<file path="src/rtl/rx_deserializer_pkg.sv">
// Shared frame definitions for the serial link: transmitter wrapper, receiver and counter stage.
package rx_deserializer_pkg;

    localparam int unsigned FRAME_BITS = 10;

    typedef logic [FRAME_BITS-1:0] frame_t;

endpackage

</file>
<file path="src/rtl/sync_fifo_fwft.sv">
// Synchronous first-word-fall-through FIFO; a pointer wrap bit distinguishes full from empty.
module sync_fifo_fwft #(
    parameter int unsigned DATA_W     = 10,
    parameter int unsigned FIFO_DEPTH = 4
) (
    input  logic                        i_clk,
    input  logic                        i_rst,
    input  logic                        i_push,
    input  logic                        i_pop,
    input  logic [DATA_W-1:0]           i_wdata,
    output logic [DATA_W-1:0]           o_rdata_c,
    output logic [$clog2(FIFO_DEPTH):0] o_level_c,
    output logic                        o_full_c,
    output logic                        o_empty_c
);

    localparam int unsigned PTR_W  = $clog2(FIFO_DEPTH) + 1;
    localparam int unsigned ADDR_W = PTR_W - 1;

    logic [DATA_W-1:0] mem [FIFO_DEPTH];
    logic [PTR_W-1:0]  wr_ptr;
    logic [PTR_W-1:0]  rd_ptr;
    logic              do_push;
    logic              do_pop;

    assign o_empty_c = (wr_ptr == rd_ptr);
    assign o_full_c  = ((wr_ptr ^ rd_ptr) == {1'b1, {ADDR_W{1'b0}}});
    assign o_level_c = wr_ptr - rd_ptr;
    assign o_rdata_c = mem[rd_ptr[ADDR_W-1:0]];

    // A push into a full FIFO is allowed only when the head slot is being freed on the same edge.
    assign do_pop  = i_pop && !o_empty_c;
    assign do_push = i_push && (!o_full_c || do_pop);

    always_ff @(posedge i_clk or posedge i_rst) begin
        if (i_rst) begin
            wr_ptr <= '0;
            rd_ptr <= '0;
            for (int unsigned i = 0; i < FIFO_DEPTH; i++) begin
                mem[i] <= '0;
            end
        end else begin
            if (do_push) begin
                mem[wr_ptr[ADDR_W-1:0]] <= i_wdata;
                wr_ptr                  <= wr_ptr + PTR_W'(1);
            end
            if (do_pop) begin
                rd_ptr <= rd_ptr + PTR_W'(1);
            end
        end
    end

endmodule

</file>
<file path="src/rtl/rx_deserializer.sv">
// Reassembles LSB-first serial frames marked by the transmitter's done strobe and buffers them
// behind a valid/ready handshake, counting accepted frames and flagging drops.
module rx_deserializer
    import rx_deserializer_pkg::*;
#(
    parameter int unsigned DATA_W     = FRAME_BITS,
    parameter int unsigned FIFO_DEPTH = 4,
    parameter int unsigned CNT_W      = 16
) (
    input  logic                        i_clk,
    input  logic                        i_rst,
    input  logic                        i_serial,
    input  logic                        i_tx_done,
    output logic [DATA_W-1:0]           o_data,
    output logic                        o_valid,
    input  logic                        i_ready,
    output logic [$clog2(FIFO_DEPTH):0] o_level,
    output logic [CNT_W-1:0]            o_frame_cnt,
    output logic                        o_overflow
);

    // Only the DATA_W-1 most recent bits are kept; the live line bit completes the frame.
    logic [DATA_W-2:0] sr;
    logic [DATA_W-1:0] frame_c;
    logic              full_c;
    logic              empty_c;
    logic              pop_c;
    logic              accept_c;
    logic              drop_c;

    assign frame_c  = {i_serial, sr};
    assign o_valid  = !empty_c;
    assign pop_c    = o_valid && i_ready;
    assign accept_c = i_tx_done && (!full_c || pop_c);
    assign drop_c   = i_tx_done && full_c && !pop_c;

    always_ff @(posedge i_clk or posedge i_rst) begin
        if (i_rst) begin
            sr          <= '0;
            o_frame_cnt <= '0;
            o_overflow  <= 1'b0;
        end else begin
            sr <= frame_c[DATA_W-1:1];
            if (accept_c) begin
                o_frame_cnt <= o_frame_cnt + CNT_W'(1);
            end
            if (drop_c) begin
                o_overflow <= 1'b1;
            end
        end
    end

    sync_fifo_fwft #(
        .DATA_W     (DATA_W),
        .FIFO_DEPTH (FIFO_DEPTH)
    ) u_fifo (
        .i_clk     (i_clk),
        .i_rst     (i_rst),
        .i_push    (accept_c),
        .i_pop     (pop_c),
        .i_wdata   (frame_c),
        .o_rdata_c (o_data),
        .o_level_c (o_level),
        .o_full_c  (full_c),
        .o_empty_c (empty_c)
    );

endmodule
</file>
<file path="config.mk">
export PLATFORM = sky130hd
export DESIGN_NAME = rx_deserializer
export DESIGN_NICKNAME = d
export VERILOG_FILES = /design/src/rtl/rx_deserializer_pkg.sv /design/src/rtl/sync_fifo_fwft.sv /design/src/rtl/rx_deserializer.sv
export SDC_FILE = /design/constraint.sdc
export NUM_CORES = 1
export LEC_CHECK = 0
export ABC_AREA = 1
export CAP_MARGIN = 20
export CORE_UTILIZATION = 50
export DETAILED_ROUTE_END_ITERATION = 8
export GPL_ROUTABILITY_DRIVEN = 0
export PLACE_DENSITY = 0.74
export SETUP_SLACK_MARGIN = 0.15
export SLEW_MARGIN = 0
export SYNTH_ARGS = -nofsm -noshare
export SYNTH_HDL_FRONTEND = slang
export SYNTH_SLANG_ARGS = --single-unit
export TNS_END_PERCENT = 100
</file>
<file path="constraint.sdc">
create_clock -name i_clk -period 2.7 [get_ports i_clk]
set_input_delay 0.81 -clock i_clk [delete_from_list [all_inputs] [get_ports i_clk]]
set_output_delay 0.81 -clock i_clk [all_outputs]
set_load 0.01 [all_outputs]
</file>
==> results.cfg <==
[power_and_ir_drop]
p_leak_nw = 1.94
peakVddDrop_mv = 0.595
p_per_area_nw_per_um2 = 1140

[sta]
fin_skew_ns = 0.0118
setup_tns_ns = 0
rsz0062_at_grt = false
hold_viol_final = 0
max_slew.worst_pin.slew_ns = 0.599
fmax_mhz = 402
fin_crit_sh_pct = 92.2
final-setup-viol-count = 0
fin_crit_ns = 2.49
maxSlewViolCount = 0
max_slew_margin_pct = 60.1

[worst_setup_path]
arrival_ns = 1.68
critPathTopFamily = buffers and inverters
crit_slowest_cell = dfrtp_1
worst-path-max-fanout = 8
critical_path_required_ns = 1.89
cp_num_buf_inv = 4
cp_slowest_stage_delay_ns = 0.44
cp_common_cell = buf_4
worstSetupPathType = register to primary output
cp-end-kind = primary output
r2r_setup_slack_ns = 0.80
cp_cell_sequence = inv_2, buf_4, buf_4, o21ai_0, o22ai_1, dlygate4sd2_1
worstSetupStartpointType = register

[floorplan]
num_rows = 29
floorplan.die_area_sq_um = 6910
core_sq_um = 6350
initial_core_util_pct = 51.8
die_h_um = 83.1
die_w_um = 83.1
io_pins = 36

[routing]
firstDrtPassIters = 4
ant_nets = 0
detail_route.wl_per_cell_um = 13.2
num_vias = 2682
drtIter0Drc = 159
drc = 0
totalWireLength_um = 6850
vias_per_cell = 5.19

[synth]
synth-xor-area-share_pct = 1.86
synth-seq-cells = 72
yosys-top-cells-area = dfrtp_1 (55%), nand2_1 (12%), o21ai_0 (6.1%)
synth_edf_count = 0
synth-warning-count = 0
synth_cell_types = 22
yosysSeqAreaShare_pct = 54.7
synthMuxAreaShare_pct = 0
synth_top_area_share_pct = 54.7
synth_nets = 400
syn_avg_cell_area_sq_um = 8.53
synth_top_family_by_area = simple AND/OR/NAND/NOR gates
synth_top_area_cell = dfrtp_1
synth_ff_type = dfrtp_1
synthCells = 386
yosys.area_share.simple_pct = 20.4
synth-compound-area-share_pct = 13.2
synth_area_sq_um = 3290
synthAdderAreaFrac_pct = 3.65
postSynth.asyncResetShare_pct = 100

[layout]
fill_cells = 544
antenna_cells = 0
ff_latch_area_sq_um = 1800
final_nets = 449
multi_input_area_sq_um = 1290
drive_above_1_share_pct = 10.5
final-instance-count-excl-fill = 517
synthToLayoutAreaGrowth_pct = 22.7

[job]
cap_violations = 0

[clock_tree]
clkLatencyLatePin_ns = 0.35
ctsHtreeMaxLevel = 3
clk_pin_slew_ns = 0.08
cts_buffers = 9
cts_buffer_depth = 2
cts_hold_buffers = 0
cts.sinks = 72
cts_tree = yes
cts_root_buf = clkbuf_8

[placement]
dp_cells = 494
dp_hpwl_um = 4520
portBuffers = 35

[global_route]
grt_pass1_wl_um = 11900
first_global_vias = 2626
grt_antenna_before_repair = 0
grt-ovfl-total = 0
grt_max_degree = 49
track_usage_pct = 21.8

[status]
status = finished, final reports clean

[min_path]
hold_path.class = register to register
## per-layer routing
metal	up-vias	GRT usage, %	part of all wire, %
met1	1259	29.2	48
met4	0	9.25	1.8
met2	63	34.5	46
met5	-	0	0
li1	1349	-	-
met3	11	4.77	4.8
## repair_timing
| item | 4_1_cts | 5_1_grt |
|---|---|---|
| pin swaps | 0 | 1 |
| cloned | 0 | 0 |
| endpoints found under the setup margin | 14 | 7 |
| buffers inserted | 5 | 2 |
| resized for setup | 17 | 13 |
## worst paths after layout
check | startpoint | endpoint | cells past startpoint
worst min-delay path | sr[4] | sr[3] | 0
max in group asynchronous | i_rst | u_fifo.mem[34] | 3
worst max-delay path | u_fifo.rd_ptr[0] | o_data[5] | 6
min in group asynchronous | i_rst | o_frame_cnt[2] | 3
worst min register to register | sr[4] | sr[3] | 0
worst max register to register | u_fifo.rd_ptr[0] | o_frame_cnt[0] | 7
## cell type report
cell class                 count  area share, %
clock inverter                 7           2.54
timing repair buffer          55           12.3
multi-input combinational    264           32.0
clock buffer                   9           3.07
sequential                    72           44.6
tap                           77           2.38
inverter                      33           3.16
## flip-flops by register name (all words and copies together) (netlist names)
| signal | cells |
|---|---|
| u_fifo.mem | 40 |
| sr | 9 |
| u_fifo.rd_ptr | 3 |
| u_fifo.wr_ptr | 3 |
| o_overflow | 1 |
| o_frame_cnt | 16 |
## cells in the mapped netlist (3+ instances only)
cell type,count
o21ai_1,28
nand3_1,11
dfrtp_1,72
inv_1,33
o21ai_0,40
o22ai_1,10
buf_2,10
ha_1,8
xor2_1,6
nand4_1,6
nor2_1,36
clkbuf_1,6
nand2_1,109
nand3b_1,3
## metrics by stage
step                      hold WS, ns  power [mW]  utilization (%)  setup slack [ns]  cell area (sq um)
after floorplan                 0.354        2.85                -             0.651               3300
after global placement          0.358        3.65             59.2             0.145               3760
after detailed placement        0.359        3.71             59.2             0.104               3760
after CTS                       0.371        4.61             63.3            0.0324               4020
after global routing            0.385        4.98             63.6             0.159               4040
final                           0.372        4.62             63.6             0.211               4040
## cells in the final DEF, fill, tap and decap left out, drive strengths merged
cell / netlist / final
dfrtp: 72 / 72
nor2: 36 / 36
o21bai: 1 / 1
bufinv: 0 / 2
clkinv: 0 / 2
clkdlybuf4s15: 0 / 1
a21oi: 1 / 1
o21a: 1 / 1
nand3: 11 / 11
o21ai: 68 / 68
inv: 33 / 34
nand2: 110 / 110
xnor2: 1 / 1
clkinvlp: 0 / 2
buf: 11 / 20
nor3: 1 / 1
dlymetal6s2s: 0 / 2
xor2: 6 / 6
clkbuf: 6 / 11
ha: 8 / 8
nand3b: 3 / 3
fa: 1 / 1
dlygate4sd2: 0 / 9
clkdlybuf4s50: 0 / 21
nand4: 6 / 6
o22ai: 10 / 10
## power by group
group,switching [mW],internal [mW]
logic,1.08,0.891
registers,0.236,1.45
clock network,0.427,0.529
total,1.75,2.87
## cells by family after synthesis
group                    after synthesis
AND/OR/NAND/NOR                      167
AO/OA/AOI/OAI                         81
flip-flops                            72
buffers and inverters                 50
adder cells (fa/ha/maj)                9
XOR/XNOR                               7
No activity file was read; power rests on OpenSTA's default activity.
